### src/rtl/rom_loader_pkg.sv
// rom_loader_pkg: shared definitions for the program loader.
//   - Bus widths for the ROM write port (byte address and data word).
//   - Full-word byte-select constant.
//   - Loader state encoding (LD_CHK is used only when ROM_LOADER_CHKSUM_EN is defined).
//   - range_fault(): true when a load would run past the end of the ROM.
package rom_loader_pkg;

    localparam int          ADDR_W   = 32;
    localparam int          WORD_W   = 32;
    localparam logic [3:0]  FULL_SEL = 4'b1111;

    typedef enum logic [2:0] {
        LD_IDLE  = 3'd0,
        LD_RECV  = 3'd1,
        LD_WRITE = 3'd2,
        LD_DONE  = 3'd3,
        LD_CHK   = 3'd4
    } ld_state_t;

    // Word-granular end-of-load check; 33-bit sum so a large base cannot wrap.
    function automatic logic range_fault(input logic [29:0] base_word,
                                         input logic [31:0] cnt,
                                         input logic [31:0] depth);
        logic [32:0] end_word;
        end_word = {3'b000, base_word} + {1'b0, cnt};
        return (end_word > {1'b0, depth});
    endfunction

endpackage

### src/rtl/rom_loader_if.sv
// rom_loader_if: byte-stream input and ROM write port of the program loader.
//   rx_valid_i / rx_data_i / rx_ready_o : byte stream handshake
//   w_en_o / w_addr_o / w_data_o / w_sel_o : ROM write port
// The slave modport is the loader's view (it consumes the stream and drives
// the ROM port); the master modport is the environment's view.
interface rom_loader_if;
    import rom_loader_pkg::*;

    logic              rx_valid_i;
    logic [7:0]        rx_data_i;
    logic              rx_ready_o;
    logic              w_en_o;
    logic [ADDR_W-1:0] w_addr_o;
    logic [WORD_W-1:0] w_data_o;
    logic [3:0]        w_sel_o;

    modport master (
        output rx_valid_i, rx_data_i,
        input  rx_ready_o, w_en_o, w_addr_o, w_data_o, w_sel_o
    );

    modport slave (
        input  rx_valid_i, rx_data_i,
        output rx_ready_o, w_en_o, w_addr_o, w_data_o, w_sel_o
    );

endinterface

### src/rtl/rom_loader_packer.sv
// rom_loader_packer: assembles four bytes into a little-endian 32-bit word.
//   clk, rst    : clock, asynchronous active-high reset
//   clear       : drops any partial word and restarts at byte 0
//   accept      : a byte transfers this cycle
//   byte_in     : the byte transferring this cycle
//   word_valid  : high in the cycle the fourth byte transfers
//   word        : completed word, valid while word_valid is high
module rom_loader_packer (
    input  logic        clk,
    input  logic        rst,
    input  logic        clear,
    input  logic        accept,
    input  logic [7:0]  byte_in,
    output logic        word_valid,
    output logic [31:0] word
);

    logic [1:0]  byte_idx_r;
    logic [23:0] part_r;

    // Shift each byte in from the top so the first byte ends at bits [7:0].
    always_ff @(posedge clk or posedge rst) begin
        if (rst) begin
            byte_idx_r <= 2'd0;
            part_r     <= 24'h00_0000;
        end else if (clear) begin
            byte_idx_r <= 2'd0;
            part_r     <= 24'h00_0000;
        end else if (accept) begin
            byte_idx_r <= byte_idx_r + 2'd1;
            part_r     <= {byte_in, part_r[23:8]};
        end
    end

    // The fourth byte is not stored; the word is completed on the fly.
    assign word_valid = accept && (byte_idx_r == 2'd3);
    assign word       = {byte_in, part_r};

endmodule

### src/rtl/rom_loader.sv
// rom_loader: loads a byte stream into the instruction ROM as 32-bit words,
// holding the core in reset for the duration of the load.
//   clk, rst        : clock, asynchronous active-high reset
//   start_i         : load request, sampled only while idle
//   base_addr_i     : byte address of first word (bits [1:0] ignored)
//   word_cnt_i      : number of words to load
//   bus (slave)     : byte stream in, ROM write port out
//   busy_o          : load in progress (start accepted until done)
//   cpu_hold_o      : copy of busy_o, keeps the core in reset
//   done_o          : one-cycle completion pulse
//   err_o           : sticky error (range fault, or checksum mismatch)
// Optional: define ROM_LOADER_CHKSUM_EN to require a trailing byte equal to
// the 8-bit modular sum of the payload.
module rom_loader
    import rom_loader_pkg::*;
#(
    parameter int ROM_DEPTH = 16384,
    parameter int CNT_W     = 16
) (
    input  logic              clk,
    input  logic              rst,
    input  logic              start_i,
    input  logic [ADDR_W-1:0] base_addr_i,
    input  logic [CNT_W-1:0]  word_cnt_i,
    rom_loader_if.slave       bus,
    output logic              busy_o,
    output logic              cpu_hold_o,
    output logic              done_o,
    output logic              err_o
);

    ld_state_t         state_r;
    logic [ADDR_W-1:0] base_r;
    logic [CNT_W-1:0]  cnt_r;
    logic [CNT_W-1:0]  word_idx_r;
    logic              rx_ready_r;
    logic              w_en_r;
    logic [ADDR_W-1:0] w_addr_r;
    logic [WORD_W-1:0] w_data_r;
    logic [3:0]        w_sel_r;
    logic              busy_r;
    logic              done_r;
    logic              err_r;

    logic              clear_s;
    logic              accept_s;
    logic              fault_s;
    logic              last_word_s;
    logic              word_valid_s;
    logic [WORD_W-1:0] word_s;

`ifdef ROM_LOADER_CHKSUM_EN
    logic [7:0]        sum_r;
    logic              chk_accept_s;
    assign chk_accept_s = (state_r == LD_CHK) && bus.rx_valid_i && rx_ready_r;
`endif

    assign clear_s     = (state_r == LD_IDLE) && start_i;
    assign accept_s    = (state_r == LD_RECV) && bus.rx_valid_i && rx_ready_r;
    assign fault_s     = range_fault(base_addr_i[31:2], 32'(word_cnt_i), 32'(ROM_DEPTH));
    assign last_word_s = ((word_idx_r + CNT_W'(1)) == cnt_r);

    rom_loader_packer u_packer (
        .clk        (clk),
        .rst        (rst),
        .clear      (clear_s),
        .accept     (accept_s),
        .byte_in    (bus.rx_data_i),
        .word_valid (word_valid_s),
        .word       (word_s)
    );

    // Load sequencer; every output is registered and set on the edge entering its state.
    always_ff @(posedge clk or posedge rst) begin
        if (rst) begin
            state_r    <= LD_IDLE;
            base_r     <= 32'h0000_0000;
            cnt_r      <= {CNT_W{1'b0}};
            word_idx_r <= {CNT_W{1'b0}};
            rx_ready_r <= 1'b0;
            w_en_r     <= 1'b0;
            w_addr_r   <= 32'h0000_0000;
            w_data_r   <= 32'h0000_0000;
            w_sel_r    <= 4'b0000;
            busy_r     <= 1'b0;
            done_r     <= 1'b0;
            err_r      <= 1'b0;
`ifdef ROM_LOADER_CHKSUM_EN
            sum_r      <= 8'h00;
`endif
        end else begin
            case (state_r)
                LD_IDLE: begin
                    if (start_i) begin
                        base_r     <= base_addr_i & 32'hFFFF_FFFC;
                        cnt_r      <= word_cnt_i;
                        word_idx_r <= {CNT_W{1'b0}};
                        err_r      <= 1'b0;
`ifdef ROM_LOADER_CHKSUM_EN
                        sum_r      <= 8'h00;
`endif
                        if (fault_s) begin
                            err_r <= 1'b1;
                        end else if (word_cnt_i == {CNT_W{1'b0}}) begin
                            busy_r <= 1'b1;
`ifdef ROM_LOADER_CHKSUM_EN
                            rx_ready_r <= 1'b1;
                            state_r    <= LD_CHK;
`else
                            done_r  <= 1'b1;
                            state_r <= LD_DONE;
`endif
                        end else begin
                            busy_r     <= 1'b1;
                            rx_ready_r <= 1'b1;
                            state_r    <= LD_RECV;
                        end
                    end
                end
                LD_RECV: begin
`ifdef ROM_LOADER_CHKSUM_EN
                    if (accept_s) begin
                        sum_r <= sum_r + bus.rx_data_i;
                    end
`endif
                    if (word_valid_s) begin
                        rx_ready_r <= 1'b0;
                        w_en_r     <= 1'b1;
                        w_sel_r    <= FULL_SEL;
                        w_data_r   <= word_s;
                        w_addr_r   <= base_r + ADDR_W'({word_idx_r, 2'b00});
                        state_r    <= LD_WRITE;
                    end
                end
                LD_WRITE: begin
                    w_en_r     <= 1'b0;
                    w_sel_r    <= 4'b0000;
                    word_idx_r <= word_idx_r + CNT_W'(1);
                    if (last_word_s) begin
`ifdef ROM_LOADER_CHKSUM_EN
                        rx_ready_r <= 1'b1;
                        state_r    <= LD_CHK;
`else
                        done_r  <= 1'b1;
                        state_r <= LD_DONE;
`endif
                    end else begin
                        rx_ready_r <= 1'b1;
                        state_r    <= LD_RECV;
                    end
                end
                LD_DONE: begin
                    done_r  <= 1'b0;
                    busy_r  <= 1'b0;
                    state_r <= LD_IDLE;
                end
`ifdef ROM_LOADER_CHKSUM_EN
                LD_CHK: begin
                    if (chk_accept_s) begin
                        if (bus.rx_data_i != sum_r) begin
                            err_r <= 1'b1;
                        end
                        rx_ready_r <= 1'b0;
                        done_r     <= 1'b1;
                        state_r    <= LD_DONE;
                    end
                end
`endif
                default: begin
                    // Unreachable encodings fall back to a quiet idle.
                    rx_ready_r <= 1'b0;
                    w_en_r     <= 1'b0;
                    w_sel_r    <= 4'b0000;
                    busy_r     <= 1'b0;
                    done_r     <= 1'b0;
                    state_r    <= LD_IDLE;
                end
            endcase
        end
    end

    assign bus.rx_ready_o = rx_ready_r;
    assign bus.w_en_o     = w_en_r;
    assign bus.w_addr_o   = w_addr_r;
    assign bus.w_data_o   = w_data_r;
    assign bus.w_sel_o    = w_sel_r;
    assign busy_o         = busy_r;
    assign cpu_hold_o     = busy_r;
    assign done_o         = done_r;
    assign err_o          = err_r;

endmodule

### src/flat_wrapper.sv
// flat-port wrapper written by rule: the top's interface ports become plain ports
module rom_loader_flat import rom_loader_pkg::*;
#(
    parameter int ROM_DEPTH = 16384,
    parameter int CNT_W     = 16
)
  (clk, rst, start_i, base_addr_i, word_cnt_i, busy_o, cpu_hold_o, done_o, err_o, bus_rx_valid_i, bus_rx_data_i, bus_rx_ready_o, bus_w_en_o, bus_w_addr_o, bus_w_data_o, bus_w_sel_o);
  rom_loader_if bus_i ();
  input  logic clk;
  input  logic rst;
  input  logic start_i;
  input  logic [ADDR_W-1:0] base_addr_i;
  input  logic [CNT_W-1:0] word_cnt_i;
  output logic busy_o;
  output logic cpu_hold_o;
  output logic done_o;
  output logic err_o;
  input wire logic [$bits(bus_i.rx_valid_i)-1:0] bus_rx_valid_i;
  input wire logic [$bits(bus_i.rx_data_i)-1:0] bus_rx_data_i;
  output wire logic [$bits(bus_i.rx_ready_o)-1:0] bus_rx_ready_o;
  output wire logic [$bits(bus_i.w_en_o)-1:0] bus_w_en_o;
  output wire logic [$bits(bus_i.w_addr_o)-1:0] bus_w_addr_o;
  output wire logic [$bits(bus_i.w_data_o)-1:0] bus_w_data_o;
  output wire logic [$bits(bus_i.w_sel_o)-1:0] bus_w_sel_o;
  assign bus_i.rx_valid_i = bus_rx_valid_i;
  assign bus_i.rx_data_i = bus_rx_data_i;
  assign bus_rx_ready_o = bus_i.rx_ready_o;
  assign bus_w_en_o = bus_i.w_en_o;
  assign bus_w_addr_o = bus_i.w_addr_o;
  assign bus_w_data_o = bus_i.w_data_o;
  assign bus_w_sel_o = bus_i.w_sel_o;
  rom_loader #(.ROM_DEPTH(ROM_DEPTH), .CNT_W(CNT_W)) u_core (.clk(clk), .rst(rst), .start_i(start_i), .base_addr_i(base_addr_i), .word_cnt_i(word_cnt_i), .bus(bus_i), .busy_o(busy_o), .cpu_hold_o(cpu_hold_o), .done_o(done_o), .err_o(err_o));
endmodule
### config.mk
export PLATFORM = sky130hd
export DESIGN_NAME = rom_loader_flat
export DESIGN_NICKNAME = d
export VERILOG_FILES = /design/src/rtl/rom_loader_pkg.sv /design/src/rtl/rom_loader_if.sv /design/src/rtl/rom_loader_packer.sv /design/src/rtl/rom_loader.sv /design/src/flat_wrapper.sv
export SDC_FILE = /design/constraint.sdc
export NUM_CORES = 1
export LEC_CHECK = 0
export CAP_MARGIN = 10
export CORE_MARGIN = 2
export CORE_UTILIZATION = 30
export CTS_CLUSTER_SIZE = 30
export DETAILED_ROUTE_END_ITERATION = 6
export GPL_TIMING_DRIVEN = 0
export PLACE_DENSITY = 0.58
export SLEW_MARGIN = 30
export SYNTH_ARGS = -nofsm -noshare
export SYNTH_HDL_FRONTEND = slang
export SYNTH_HIERARCHICAL = 1
export SYNTH_SLANG_ARGS = --single-unit
### constraint.sdc
create_clock -name clk -period 7.97 [get_ports clk]
set_input_delay 1.594 -clock clk [delete_from_list [all_inputs] [get_ports clk]]
set_output_delay 1.594 -clock clk [all_outputs]
set_load 0.01 [all_outputs]
Word-level counts from Yosys, hierarchy flattened. Cells that the tools add are included.

Flip-flop bits (word level): 164. Output and inout port bits: 74. Logic and storage cells: 84.

Multiplexer cells: 31. Magnitude comparators: 1. Add/subtract/negate cells: 4. Eq/ne operators: 12. Reduce and logical (&&, ||, !) cells: 18. Bitwise gates (word level): 4.

Operators by type and width (number): 2-to-1 mux 24 bit (2); greater-than comparator 33 x 15 -> 1 bit, second input constant (1); adder 32 x 18 -> 32 bit (1); case mux 16 bit (2 select lines) (1); adder 30 x 16 -> 31 bit (1); adder 16 x 1 -> 16 bit, second input constant (1); == test 16 bit (1); zero test 16 bit (1); 2-to-1 mux 16 bit (1); 2-to-1 mux 1 bit (13); inequality test 2 bit, second input constant (6); 2-to-1 mux 3 bit (3); case mux 3 bit (3 select lines) (1); 2-to-1 mux 2 bit (4); case mux 4 bit (2 select lines) (1); AND reduction 2 bit (4); == test 3 x 2 -> 1 bit, second input constant (2); AND reduction 3 bit (2); AND reduction 6 bit (1); AND reduction 5 bit (1); logical AND 1 bit (4); 2-to-1 mux 4 bit (1); inverter 1 bit (4); case mux 1 bit (2 select lines) (2); other kinds (9) (11).

Depth between registers and ports, before layout. Gate-level depths: netlist of the first run.

Depth in word-level cells: 6. Gate-level depth with buffers: 12.

By module. Netlist of the first run, hierarchy kept.

By module, submodules not included: rom_loader (area an instance 8619.5 um^2, times used 1, cells an instance 888); rom_loader_packer (area an instance 1158.6 um^2, times used 1, cells an instance 95).

Worst setup path after synthesis of the first run. OpenSTA, ideal clock, no wires.

Path kind: in2reg. Start: in base_addr_i[2]. End: reg u_core.done_r (netlist: u_core/done_o). Slack: 3427 ps. Required time: 7904 ps. Stages on the path: 11. Arrival time: 4476 ps. Cell sequence: ha_1 fa_1 a21o_1 a221o_1 a2111oi_1 o31ai_1 nor4b_1 and4_1 a41oi_2 a2111oi_2 o32a_1.

Longest elaborated chain between the ends: 4.

Ends and longest elaborated chain: start, declared (RTL line flat_wrapper.sv:12) `input logic [ADDR_W-1:0] base_addr_i;`; adder 30 x 16 -> 31 bit (RTL line rom_loader_pkg.sv:25) `end_word = {3'b000, base_word} + {1'b0, cnt};`; greater-than comparator 33 x 15 -> 1 bit (RTL line rom_loader_pkg.sv:26) `return (end_word > {1'b0, depth});`; inequality test 2 bit (no line); AND reduction 5 bit (no line); end signal, assigned (RTL line rom_loader.sv:86) `done_r <= 1'b0;`; end signal, assigned (RTL line rom_loader.sv:110) `done_r <= 1'b1;`; end signal, assigned (RTL line rom_loader.sv:144) `done_r <= 1'b1;`; end, declared (RTL line rom_loader.sv:42) `logic done_r;`.

No other way between the ends. A chain may end at the register's enable or synchronous reset.

Worst setup path after layout of the first run.
Start: in word_cnt_i[0]. End: reg u_core.done_r (netlist: u_core/done_o).

Longest elaborated chain between the ends: 4. Elaborated cells between the ends (all ways): 6. Those cells by class: add/sub: 1; order compare: 1; eq/ne: 2; reduce/logical: 2.

Ends and longest elaborated chain: start, declared (RTL line flat_wrapper.sv:13) `input logic [CNT_W-1:0] word_cnt_i;`; adder 30 x 16 -> 31 bit (RTL line rom_loader_pkg.sv:25); greater-than comparator 33 x 15 -> 1 bit (RTL line rom_loader_pkg.sv:26); inequality test 2 bit (no line); AND reduction 5 bit (no line) (*).

Mark *: on every way between the ends. The rest lies on a longest branch, timed or not.

==> results.md, run 1 <==
* Outcome: finished, final reports clean
* PortBufs at 126
* Async SR Flop Fraction at 1.00
* Post-synth top area share at 0.402
* N_diodes at 0
* First-pass GRT wire length at 44400 um
* Startpoint Class: input port
* Met1 wire length at 13200 um
* Final min period at 5280 ps
* Post-Syn Area at 0.00978 mm^2
* Yosys Warn Count at 6
* Hold Crit Start: u_core/bus.w_addr_o[10]$_DFFE_PP0P_
* Final hold slack at 486 ps
* Initial antenna violation count at 0
* Count leader, synth: dfrtp_1
* Drt first pass iters at 5
* Most common flop cell mapped by yosys: dfrtp_1
* IO Pins at 134
* PwrDens at 160 mW/mm^2
* First-iteration detailed-routing DRC count at 770
* Commonest cells post-synth: dfrtp_1 (157), mux2_2 (78), nor2_1 (71)
* Seq/Total Area, Yosys at 0.402
* Hold Crit Depth at 2
* Post-CTS setup buffer count at 0
* Largest net degree at the start of global routing at 67
* Routability Congestion at 0.875
* WL/cell at 17.7 um
* RSZ-0062 raised after global routing: no
* Reg2Reg Setup Slack at 4400 ps
* Slew headroom at 0.407
* Max cap viols at 0
* Top sig layer: met4
* Via Count at 8164
* Vias in the first global route at 7731
* Setup_tns at 0 ps
* CP endpoint kind: register
* DP HPWL at 21400 um
* Share of layout cells above drive strength 1 at 0.152
* Final setup fails at 0
* Worst-path clk slew at 70 ps
* RR Startpoint: u_core/word_idx_r[1]$_DFFE_PP0P_
* Worst hold path class: register to register
* DRC at 0
* # nets final at 1231
* Clk sink count at 157
* H-tree depth at 4
* Max Fclk at 189 MHz
* Worst Max-Slew Pin Slew at 867 ps
* CTS Root Cell: clkbuf_16
* WL met3 at 1250 um
* Most area-consuming cells after synthesis: dfrtp_1 (40%), mux2_2 (9.0%), ha_1 (5.0%)
* Worst Path Max Fanout at 5
* Post-DRT Antenna Nets at 0
* Post-cts sizing count at 0
* WL final at 28000 um
* Yosys reg bits at 157
* Reg2Reg Depth at 10
* Overflow after GRT at 0
* Core Box Area at 0.0323 mm^2
* Die ar. at 0.0341 mm^2
* Max VDD drop at 0.0000936 V
* Die X at 185 um
* Critical Path AT at 5650 ps
* Met2 WL post-DR at 12900 um
* Number of max-slew violations in the final report at 0
* Hold Vio Cnt, Final at 0
* Number of flops mapped to enable cells by yosys at 0
* Clk Latency, worst-skew pair at 440 ps
* Synth area leader: dfrtp_1
* Hold buffer count at CTS at 0
* Initial core utilization at 0.303
* Leak at 5.11 nW
* Vias per cell at 5.15
* Fin Clk Skew at 22.7 ps
* Worst path required time at 8340 ps
* Area grow syn2layout at 25.2%
* Num rows at 66
* Crit path kind: input port to register
* CTS tree: done
* Worst Hold Endpoint: u_core/bus.w_addr_o[10]$_DFFE_PP0P_
* Chip height at 185 um
* Critical R2R Capture: u_core/bus.w_addr_o[27]$_DFFE_PP0P_
* CTS Buf Count at 17
* Synth unique cells at 81
* Crit share post-route at 0.662
* Cells after Synth at 983
* Pwr Total at 1.96 mW
* Synth Area per Inst at 9.95 um^2
* Clk buf depth at 2
* Gr usage total at 0.168
-- metal layers --
| metal | global-route usage | up-vias |
|---|---|---|
| met5 | 0 | - |
| met4 | 0.0566 | 0 |
| met3 | 0.0292 | 30 |
| met2 | 0.260 | 222 |
| met1 | 0.238 | 3952 |
| li1 | - | 3960 |
-- final cells by class --
cell class                      count  area, um^2
Multi-Input combinational cell    737        5380
Fill cell                        3247       20000
Tap cell                          442         553
Timing Repair Buffer              127        1290
Sequential cell                   157        3930
Clock inverter                     15         186
Clock buffer                       17         425
Inverter                           27         109
Buffer                             63         370
-- cells by family (layout without fill, tap and decap cells) --
logic type                 Yosys count  after routing  share of synthesized area
and+or+nand+nor                    291            291                      0.156
AOI/OAI and AO/OA                  252            252                      0.180
DFF                                157            157                      0.402
muxes                              107            107                      0.120
buffers and inverters               90            249                     0.0482
xor gates and xnor gates            44             44                     0.0394
adders and majority gates           41             41                     0.0540
other                                1              2                   0.000384
-- registers in the layout, summed over array words and instances (netlist names) --
register	cells
u_core/err_o	1
u_core/u_packer/part_r	24
u_core/bus.rx_ready_o	1
u_core/word_idx_r	16
u_core/bus.w_data_o	32
u_core/u_packer/byte_idx_r	2
u_core/state_r	2
u_core/bus.w_addr_o	30
u_core/base_r	30
u_core/busy_o	1
u_core/cnt_r	16
u_core/done_o	1
u_core/bus.w_sel_o	1
-- critical path, stage by stage --
cell             delay, ps
clkdlybuf4s50_1        460
ha_1                   250
fa_1                   430
a21o_1                 230
a221oi_1               530
a211oi_1               300
a21o_1                 230
a211o_1                290
o31ai_1                460
a41oi_2                310
a2111oi_2              360
o32a_1                 180
-- per-stage QoR --
stage               cell area, um^2  cells  worst slack (ps)   util
global placement              11600   1552               714  0.359
finish                        12200   1585              2690  0.379
CTS                           12200   1585              2730  0.379
global route                  12200   1585              2440  0.379
floorplan                      9780    984              2880      -
detailed placement            11600   1553              2290  0.360
-- worst max-delay path by stage --
stage	to	slack [ps]	startpoint	cells past startpoint
floorplan	u_core/base_r[10]$_DFFE_PP0P_	2880	rst	1
CTS	u_core/done_o$_DFFE_PP0P_	2730	word_cnt_i[0]	12
finish	u_core/done_o$_DFFE_PP0P_	2690	word_cnt_i[0]	12
detailed placement	u_core/done_o$_DFFE_PP0P_	2290	word_cnt_i[0]	12
global placement	u_core/base_r[2]$_DFFE_PP0P_	710	rst	2
global route	u_core/done_o$_DFFE_PP0P_	2440	word_cnt_i[0]	12
-- layout by cell type, fill, tap and decap left out, types with 17 or more instances in the layout --
| cell | instances |
|---|---|
| mux2i_1 | 29 |
| mux2_2 | 78 |
| nand3_1 | 24 |
| clkbuf_16 | 17 |
| clkbuf_1 | 26 |
| nor2_1 | 71 |
| buf_4 | 17 |
| a21oi_1 | 37 |
| ha_1 | 39 |
| clkdlybuf4s50_1 | 126 |
| o21ai_0 | 64 |
| xnor2_1 | 24 |
| a21o_1 | 18 |
| nand2_1 | 66 |
| nor3_1 | 19 |
| dfrtp_1 | 157 |
| inv_1 | 25 |
| xor2_1 | 20 |
-- power breakdown --
part	switching, mW	internal (mW)	total, mW
logic	0.167	0.125	0.292
registers	0.0239	0.819	0.843
clock network	0.401	0.427	0.828
Power figures use the tool's default switching activity.
==> run 2: changes to the inputs <==
- clock period: 7.97 -> 5.16 ns (I/O delays scaled with it)
==> results of run 2 <==
The final DEF is identical to that of run 1. Status: finished, final reports clean.
Main changes from that run: setup slack after placement 2290 ps -> 37.1 ps; setup slack after layout 2690 ps -> 444 ps; register-to-register setup slack 4400 ps -> 1590 ps; total power 1.96 mW -> 3.03 mW; worst IR drop on VDD 0.0000936 V -> 0.000145 V
